### src/rtl/hex_scan_driver.sv
// -----------------------------------------------------------------------------
// hex_scan_driver
//
// Drives an 8-digit multiplexed, common-anode 7-segment display from a 32-bit
// word. Nibble k is shown on digit k (digit 0 = rightmost). The word is copied
// into a shadow register on the first clock after reset and then only at frame
// ends, so one frame never mixes old and new nibbles.
//
// Parameters:
//   DIGIT_PERIOD  clock cycles each digit stays lit (>= 2)
//   NUM_DIGITS    digits scanned; fixed at 8 (32-bit word, 4 bits per digit)
//
// Ports:
//   clk_i         system clock
//   reset         asynchronous, active-high reset
//   hex_dec_i     value to display
//   an_o          digit anode enables, active-low, one-hot-low
//   seg_o         segments {g,f,e,d,c,b,a}, active-low
//   frame_done_o  one-cycle pulse when the shadow reloads at a frame end
//
// Optional feature (compile-time macro HEX_LEADING_ZERO_BLANK_EN):
//   When defined, digits above the most significant non-zero nibble of the
//   shadow are blanked (an_o = 8'hFF, seg_o = 7'h7F) for their whole dwell.
//   Digit 0 is never blanked. Scan timing is identical either way.
// -----------------------------------------------------------------------------
module hex_scan_driver #(
    parameter int DIGIT_PERIOD = 100000,
    parameter int NUM_DIGITS   = 8
) (
    input  logic        clk_i,
    input  logic        reset,
    input  logic [31:0] hex_dec_i,
    output logic [7:0]  an_o,
    output logic [6:0]  seg_o,
    output logic        frame_done_o
);

    // Guard against a 0-bit counter when DIGIT_PERIOD is at its minimum.
    localparam int PW = (DIGIT_PERIOD > 2) ? $clog2(DIGIT_PERIOD) : 1;
    localparam logic [PW-1:0] TC = PW'(DIGIT_PERIOD - 1);

    logic [PW-1:0] prescaler;
    logic [2:0]    index;
    logic [31:0]   shadow;
    logic          load_first;

    logic          tc;
    logic          frame_end;
    logic [3:0]    cur_nib;
    logic          blank;

    assign tc        = (prescaler == TC);
    assign frame_end = tc && (index == 3'd7);
    assign cur_nib   = shadow[{index, 2'b00} +: 4];

`ifdef HEX_LEADING_ZERO_BLANK_EN
    // Position of the most significant non-zero nibble; 0 when shadow is 0,
    // which keeps digit 0 lit so an all-zero word still shows a single "0".
    logic [2:0] lead;

    always_comb begin
        lead = 3'd0;
        for (int k = 1; k < NUM_DIGITS; k++) begin
            if (shadow[4*k +: 4] != 4'h0)
                lead = 3'(k);
        end
    end

    assign blank = (index > lead);
`else
    assign blank = 1'b0;
`endif

    // Hex digit to active-low segment pattern {g,f,e,d,c,b,a}.
    function automatic logic [6:0] decode(input logic [3:0] h);
        logic [6:0] s;
        case (h)
            4'h0:    s = 7'h40;
            4'h1:    s = 7'h79;
            4'h2:    s = 7'h24;
            4'h3:    s = 7'h30;
            4'h4:    s = 7'h19;
            4'h5:    s = 7'h12;
            4'h6:    s = 7'h02;
            4'h7:    s = 7'h78;
            4'h8:    s = 7'h00;
            4'h9:    s = 7'h10;
            4'hA:    s = 7'h08;
            4'hB:    s = 7'h03;
            4'hC:    s = 7'h46;
            4'hD:    s = 7'h21;
            4'hE:    s = 7'h06;
            default: s = 7'h0E;
        endcase
        return s;
    endfunction

    // Outputs are registered from the pre-edge index/shadow, so the display
    // lags the scan state by one cycle; each digit still gets exactly
    // DIGIT_PERIOD consecutive cycles with no gaps.
    always_ff @(posedge clk_i or posedge reset) begin
        if (reset) begin
            prescaler    <= '0;
            index        <= 3'd0;
            shadow       <= 32'h0;
            load_first   <= 1'b1;
            an_o         <= 8'hFF;
            seg_o        <= 7'h7F;
            frame_done_o <= 1'b0;
        end else begin
            prescaler <= tc ? '0 : prescaler + 1'b1;
            if (tc)
                index <= index + 3'd1;

            // load_first cannot coincide with frame_end: the prescaler is 0
            // on the first edge and TC is at least 1.
            load_first <= 1'b0;
            if (load_first || frame_end)
                shadow <= hex_dec_i;

            frame_done_o <= frame_end;

            if (blank) begin
                an_o  <= 8'hFF;
                seg_o <= 7'h7F;
            end else begin
                an_o  <= ~(8'd1 << index);
                seg_o <= decode(cur_nib);
            end
        end
    end

endmodule

### config.mk
export PLATFORM = sky130hd
export DESIGN_NAME = hex_scan_driver
export DESIGN_NICKNAME = d
export VERILOG_FILES = /design/src/rtl/hex_scan_driver.sv
export SDC_FILE = /design/constraint.sdc
export NUM_CORES = 1
export LEC_CHECK = 0
export BUFFER_PORTS_ARGS = -buffer_cell sky130_fd_sc_hd__buf_4
export CAP_MARGIN = 10
export CORE_MARGIN = 10
export CORE_UTILIZATION = 35
export CTS_CLUSTER_DIAMETER = 30
export DETAILED_ROUTE_END_ITERATION = 10
export MAX_ROUTING_LAYER = met4
export PLACE_DENSITY = 0.52
export SETUP_SLACK_MARGIN = 0.1
export SYNTH_ARGS = -nofsm -noshare
export SYNTH_HDL_FRONTEND = slang
export SYNTH_SLANG_ARGS = --single-unit
### constraint.sdc
create_clock -name clk_i -period 3.3 [get_ports clk_i]
set_clock_uncertainty 0.05 [all_clocks]
set_input_delay 0 -clock clk_i [delete_from_list [all_inputs] [get_ports clk_i]]
set_output_delay 0 -clock clk_i [all_outputs]
set_load 0.1 [all_outputs]
# Word level (Yosys, flattened, before mapping)

Memories as Yosys holds them, arrays and structs flattened. A register that Yosys moved wholly into a read port is not among the register bits.
Cells that the tools add are included.

Bits in read-only memories: 112
Register bits: 62
Memories kept: 1
Input bits: 34
Logic and storage cells: 17
Output and inout bits: 16

Bitwise gates (word level): 1
Muxes and demuxes: 1
Shift operators: 2
Reductions and logical operators: 2
$add $sub $neg: 2
Equality and inequality tests: 2

Memory list:

| memory          | words | bits a word | read ports | clocked after memory_dff | write ports | line | text |
|---|---|---|---|---|---|---|---|
| (no name shown) | 16    | 7           | 1          | 1                        | 0           | 77   | `case (h)` |

Operator list:

| operator                                        | count |
|---|---|
| indexed part select 32 x 6 -> 4 bit             | 1 |
| adder 17 x 1 -> 17 bit, second input constant   | 1 |
| == test 17 bit, second input constant           | 1 |
| 2-to-1 mux 17 bit                               | 1 |
| inverter 8 bit                                  | 1 |
| << shifter 1 x 3 -> 8 bit, first input constant | 1 |
| adder 3 x 1 -> 3 bit, second input constant     | 1 |
| == test 3 bit, second input constant            | 1 |
| logical AND 1 bit                               | 1 |
| logical OR 1 bit                                | 1 |

# Depth between registers and ports, before layout

Depth in word-level cells: 3
Gate-level depth with buffers: 8
Mapped depth without buffers: 7

# Worst setup path after synthesis

Ideal clock, no wire load.

Path type: reg2reg
From: reg index[2]
To: reg seg_o[4]
Period minus slack after synthesis: 2,309 ps
Slack: 991 ps
Setup time: 79 ps
Arrival: 2,180 ps
Required time: 3,171 ps
Path buffers: 1
Stages on the path, launching flop included: 8
Path through: dfrtp_1 > buf_2 > mux4_2 > mux2i_1 > inv_1 > ha_1 > mux2_2 > o21ai_0

Longest elaborated chain between the ends: 1

Ends and longest elaborated chain:

| item                                | line | text |
|---|---|---|
| start: declaration                  | 43   | `logic [2:0] index;` |
| start signal: assignment            | 113  | `index <= index + 3'd1;` |
| indexed part select 32 x 6 -> 4 bit | 54   | `assign cur_nib = shadow[{index, 2'b00} +: 4];` |
| end: declaration                    | 34   | `output logic [6:0] seg_o,` |

Every way passes these cells.
A chain may end at the register's enable or synchronous reset.

# Worst setup path in the final report

From: reg index[0]
To: reg seg_o[0]

Same word-level chain as after synthesis.

==> metrics.md <==
| Metric | Value |
|---|---|
| Number of gates given a new drive strength after cts | `0` |
| Global-route wire length before repair | `about 12000 µm` |
| Largest net degree at the start of global routing | `70` |
| Most used cells in the layout excluding fill and tap cells | `dfrtp_1 (53), buf_4 (53), dlygate4sd3_1 (33)` |
| Delay of the slowest cell on the worst path | `around 0.7 ns` |
| Number of CTS-inserted buffers | `9` |
| Sum of overflow across all layers after global routing | `0` |
| Source of the worst register-to-register timing path | `index[0]` |
| Antenna violations before repair | `0` |
| Floorplan core area | `around 0.0092 mm²` |
| Die Height | `about 120 µm` |
| Number of violations of the max-capacitance limit | `0` |
| Final routed wire length divided by cell count | `around 15 µm` |
| Mean area per synthesized cell | `14.51 µm²` |
| Gate family responsible for the most delay along the worst path | `multiplexers` |
| Residual DRC count | `0` |
| Total wire length after detailed routing | `6699 µm` |
| First-pass iteration count of the detailed router | `4` |
| Worst setup path class | `reg -> reg` |
| Clock latency at the later pin of the worst-skew pair | `about 0.33 ns` |
| Layout Nets | `~370` |
| Post-Syn Area | `about 0.0033 mm²` |
| Unrepaired setup endpoints after global routing | `no` |
| Final weighted congestion in routability-driven placement | `about 0.74` |
| Number of antenna cells inserted | `0` |
| Number of library cell types mapped by synthesis | `41` |
| Number of warnings issued by yosys | `0` |
| Launching element of the worst setup path | `index[0]` |
| Post-layout util | `0.4704` |
| Maximum buffer depth of the clock tree | `2` |
| Number of instances in the placed design | `about 410` |
| Cell-by-cell trace of the critical path | `mux4_2 -> mux2i_1 -> inv_1 -> ha_1 -> and3_1 -> a211o_1` |
| Floorplan row count | `35` |
| Hold bufs inserted after CTS | `33` |
| Multi-input combinational cell area | `between 0.001 and 0.0015 mm²` |
| Root buffer cell | `clkbuf_8` |
| Setup TNS Final | `0 ns` |
| Crit path to | `seg_o[0]` |
| Fin crit period | `2.679 ns` |
| Crit Path Max Fanout | `11` |
| Startpoint class of the critical path | `flip-flop` |
| Initial Utilization | `0.3596` |
| Pwr/cell area | `443.3 mW/mm²` |
| CP max stage cell | `dfrtp_1` |
| Crit path depth | `6` |
| Hold crit path type | `in -> reg` |
| Via density per instance | `4.485` |
| Global router's overall resource usage | `0.1054` |
| Highest clock frequency the design can meet | `373.3 MHz` |
| Port Buf Inserts | `49` |
| Number of failing setup endpoints in the final timing report | `0` |
| Vias after detailed routing | `2036` |
| Slew margin rel. | `0.4272` |
| Fraction of the yosys area taken by sequential cells | `0.5256` |
| Number of stages on the worst hold path | `3` |
| Slew @ Worst Pin | `0.8592 ns` |
| Flops & latches, synth | `69` |
| Number of global-route vias before repair | `roughly 2300` |
| Leak pwr | `1.991 nW` |
| Maximum vdd drop | `0.0001760 V` |
| Worst path arrival time | `2.90 ns` |
| Level count of the clock H-tree | `3` |
| Final clock period utilization by the worst path | `0.8118` |
| Layout Area Growth over Synthesis | `30.80%` |
| I/O pin count | `50` |
| Bufs and invs on worst path | `1` |
| Clock transition at path regs | `0.07 ns` |
| Mapped Cells | `229` |
| Post-CTS Setup Bufs | `0` |
| Sequential cell area | `around 0.0017 mm²` |
| Final count of pins violating max slew | `0` |
| Initial detailed-routing violation count | `62` |
| Register-to-register setup slack | `a little over 0.6 ns` |
| Filler-free cell count of the finished design | `approximately 450` |
| Worst reg2reg endpoint | `seg_o[0]` |
| Fillcell total | `841` |
| Horizontal extent of the die | `~120 µm` |
| Result of the run | `finished clean` |
| TritonCTS clock tree | `built` |
| Hold violation total from the final report | `0` |
| Length in cells of the worst reg-to-reg path | `6` |
| Post-synth net total | `between 200 and 300` |
| Final HPWL DP | `~4600 µm` |
| Worst path required time | `3.52 ns` |
| Fraction of final layout cells sized beyond drive strength 1 | `0.4277` |
| Full die area | `around 0.014 mm²` |
| Sinks on the clock net | `69` |
| Number of antenna-violating nets in the routed design | `0` |
| Setup crit end kind | `flip-flop` |
## flip-flops by register name (all words and copies together), names as in the netlist
signal	count
an_o	8
frame_done_o	1
index	3
load_first	1
prescaler	17
seg_o	7
shadow	32
## power breakdown
part / internal (mW) / total [mW] / switching (mW)
combinational: 0.171 / 0.373 / 0.202
clock: 0.313 / 0.617 / 0.304
sequential: 0.911 / 0.937 / 0.0258
## cells by family after synthesis
group | after synthesis | share of synthesized area
flops | 69 | 0.5256
mux | 53 | 0.2421
simple gates | 48 | 0.08622
buf+inv | 18 | 0.03012
xor+xnor | 15 | 0.03953
compound gates | 13 | 0.03012
fa+ha+maj | 12 | 0.04518
other cells | 1 | 0.001128
## synth_stat cells
cell,number,area share
xor2_1,9,0.024
o21ai_0,2,0.0030
dfrtp_1,53,0.40
xnor2_1,6,0.016
and4_1,2,0.0053
a22o_1,1,0.0026
mux2i_1,7,0.021
mux2_4,30,0.14
nand4_1,5,0.0094
nor2b_1,1,0.0019
a21oi_1,4,0.0060
and3_1,1,0.0019
o2bb2ai_1,1,0.0026
and4_2,1,0.0030
nor4b_4,1,0.0072
ha_1,12,0.045
or3_1,1,0.0019
nand2_1,9,0.010
inv_1,10,0.011
buf_6,3,0.010
mux4_2,8,0.054
mux2_2,6,0.020
a31oi_4,1,0.0064
nand3_1,8,0.012
mux2i_2,1,0.0041
or4_4,1,0.0034
conb_1,1,0.0011
and4b_2,1,0.0034
and3_2,2,0.0045
dfstp_2,16,0.13
or4_1,2,0.0045
nor3b_1,1,0.0023
and2_2,1,0.0023
buf_4,2,0.0045
o31ai_1,3,0.0068
inv_2,1,0.0011
a211o_1,1,0.0026
buf_2,2,0.0030
nor2_1,9,0.010
nor3_1,2,0.0030
mux2i_4,1,0.0068
## layout make-up
class | instances | area share
Inverter | 11 | 0.009499
Sequential cell | 69 | 0.4018
Timing Repair Buffer | 87 | 0.1721
Clock buffer | 14 | 0.03742
Multi-Input combinational cell | 142 | 0.3397
Tap cell | 129 | 0.03713
Clock inverter | 2 | 0.002303
## metal layers
layer / vias up / global-route usage / wire length [µm]
li1: 993 / - / -
met1: 998 / 0.1408 / 3466
met2: 38 / 0.1465 / 2932
met3: 7 / 0.02206 / 194
met4: 0 / 0.05399 / 107
met5: - / - / 0
## worst min-delay path, stage by stage
cell and delay, ns:
dlygate4sd3_1 0.52, buf_4 0.10, mux2_4 0.12
## how the worst min path moves through the flow
stage | slack [ns] | to | start
2_1_floorplan | 0.1 | shadow[0] | hex_dec_i[0]
3_3_place_gp | 0.18 | shadow[5] | hex_dec_i[5]
3_5_place_dp | 0.18 | shadow[24] | hex_dec_i[24]
4_1_cts | 0.37 | shadow[5] | hex_dec_i[5]
5_1_grt | 0.38 | shadow[21] | hex_dec_i[21]
6_report | 0.38 | shadow[17] | hex_dec_i[17]
## metrics by stage
step | setup WS [ns] | hold WS [ns] | cell area, µm² | power [mW]
final | 0.6211 | 0.3811 | 4347 | 1.927
after global routing | 0.3484 | 0.3777 | 4347 | 2.023
after CTS | 0.5767 | 0.3677 | 4347 | 1.959
after detailed placement | 0.5817 | 0.1839 | 3844 | 1.299
after global placement | 0.5841 | 0.1836 | 3844 | 1.297
after floorplan | 0.9914 | 0.09850 | 3323 | 1.213
Power figures use the tool's default switching activity.
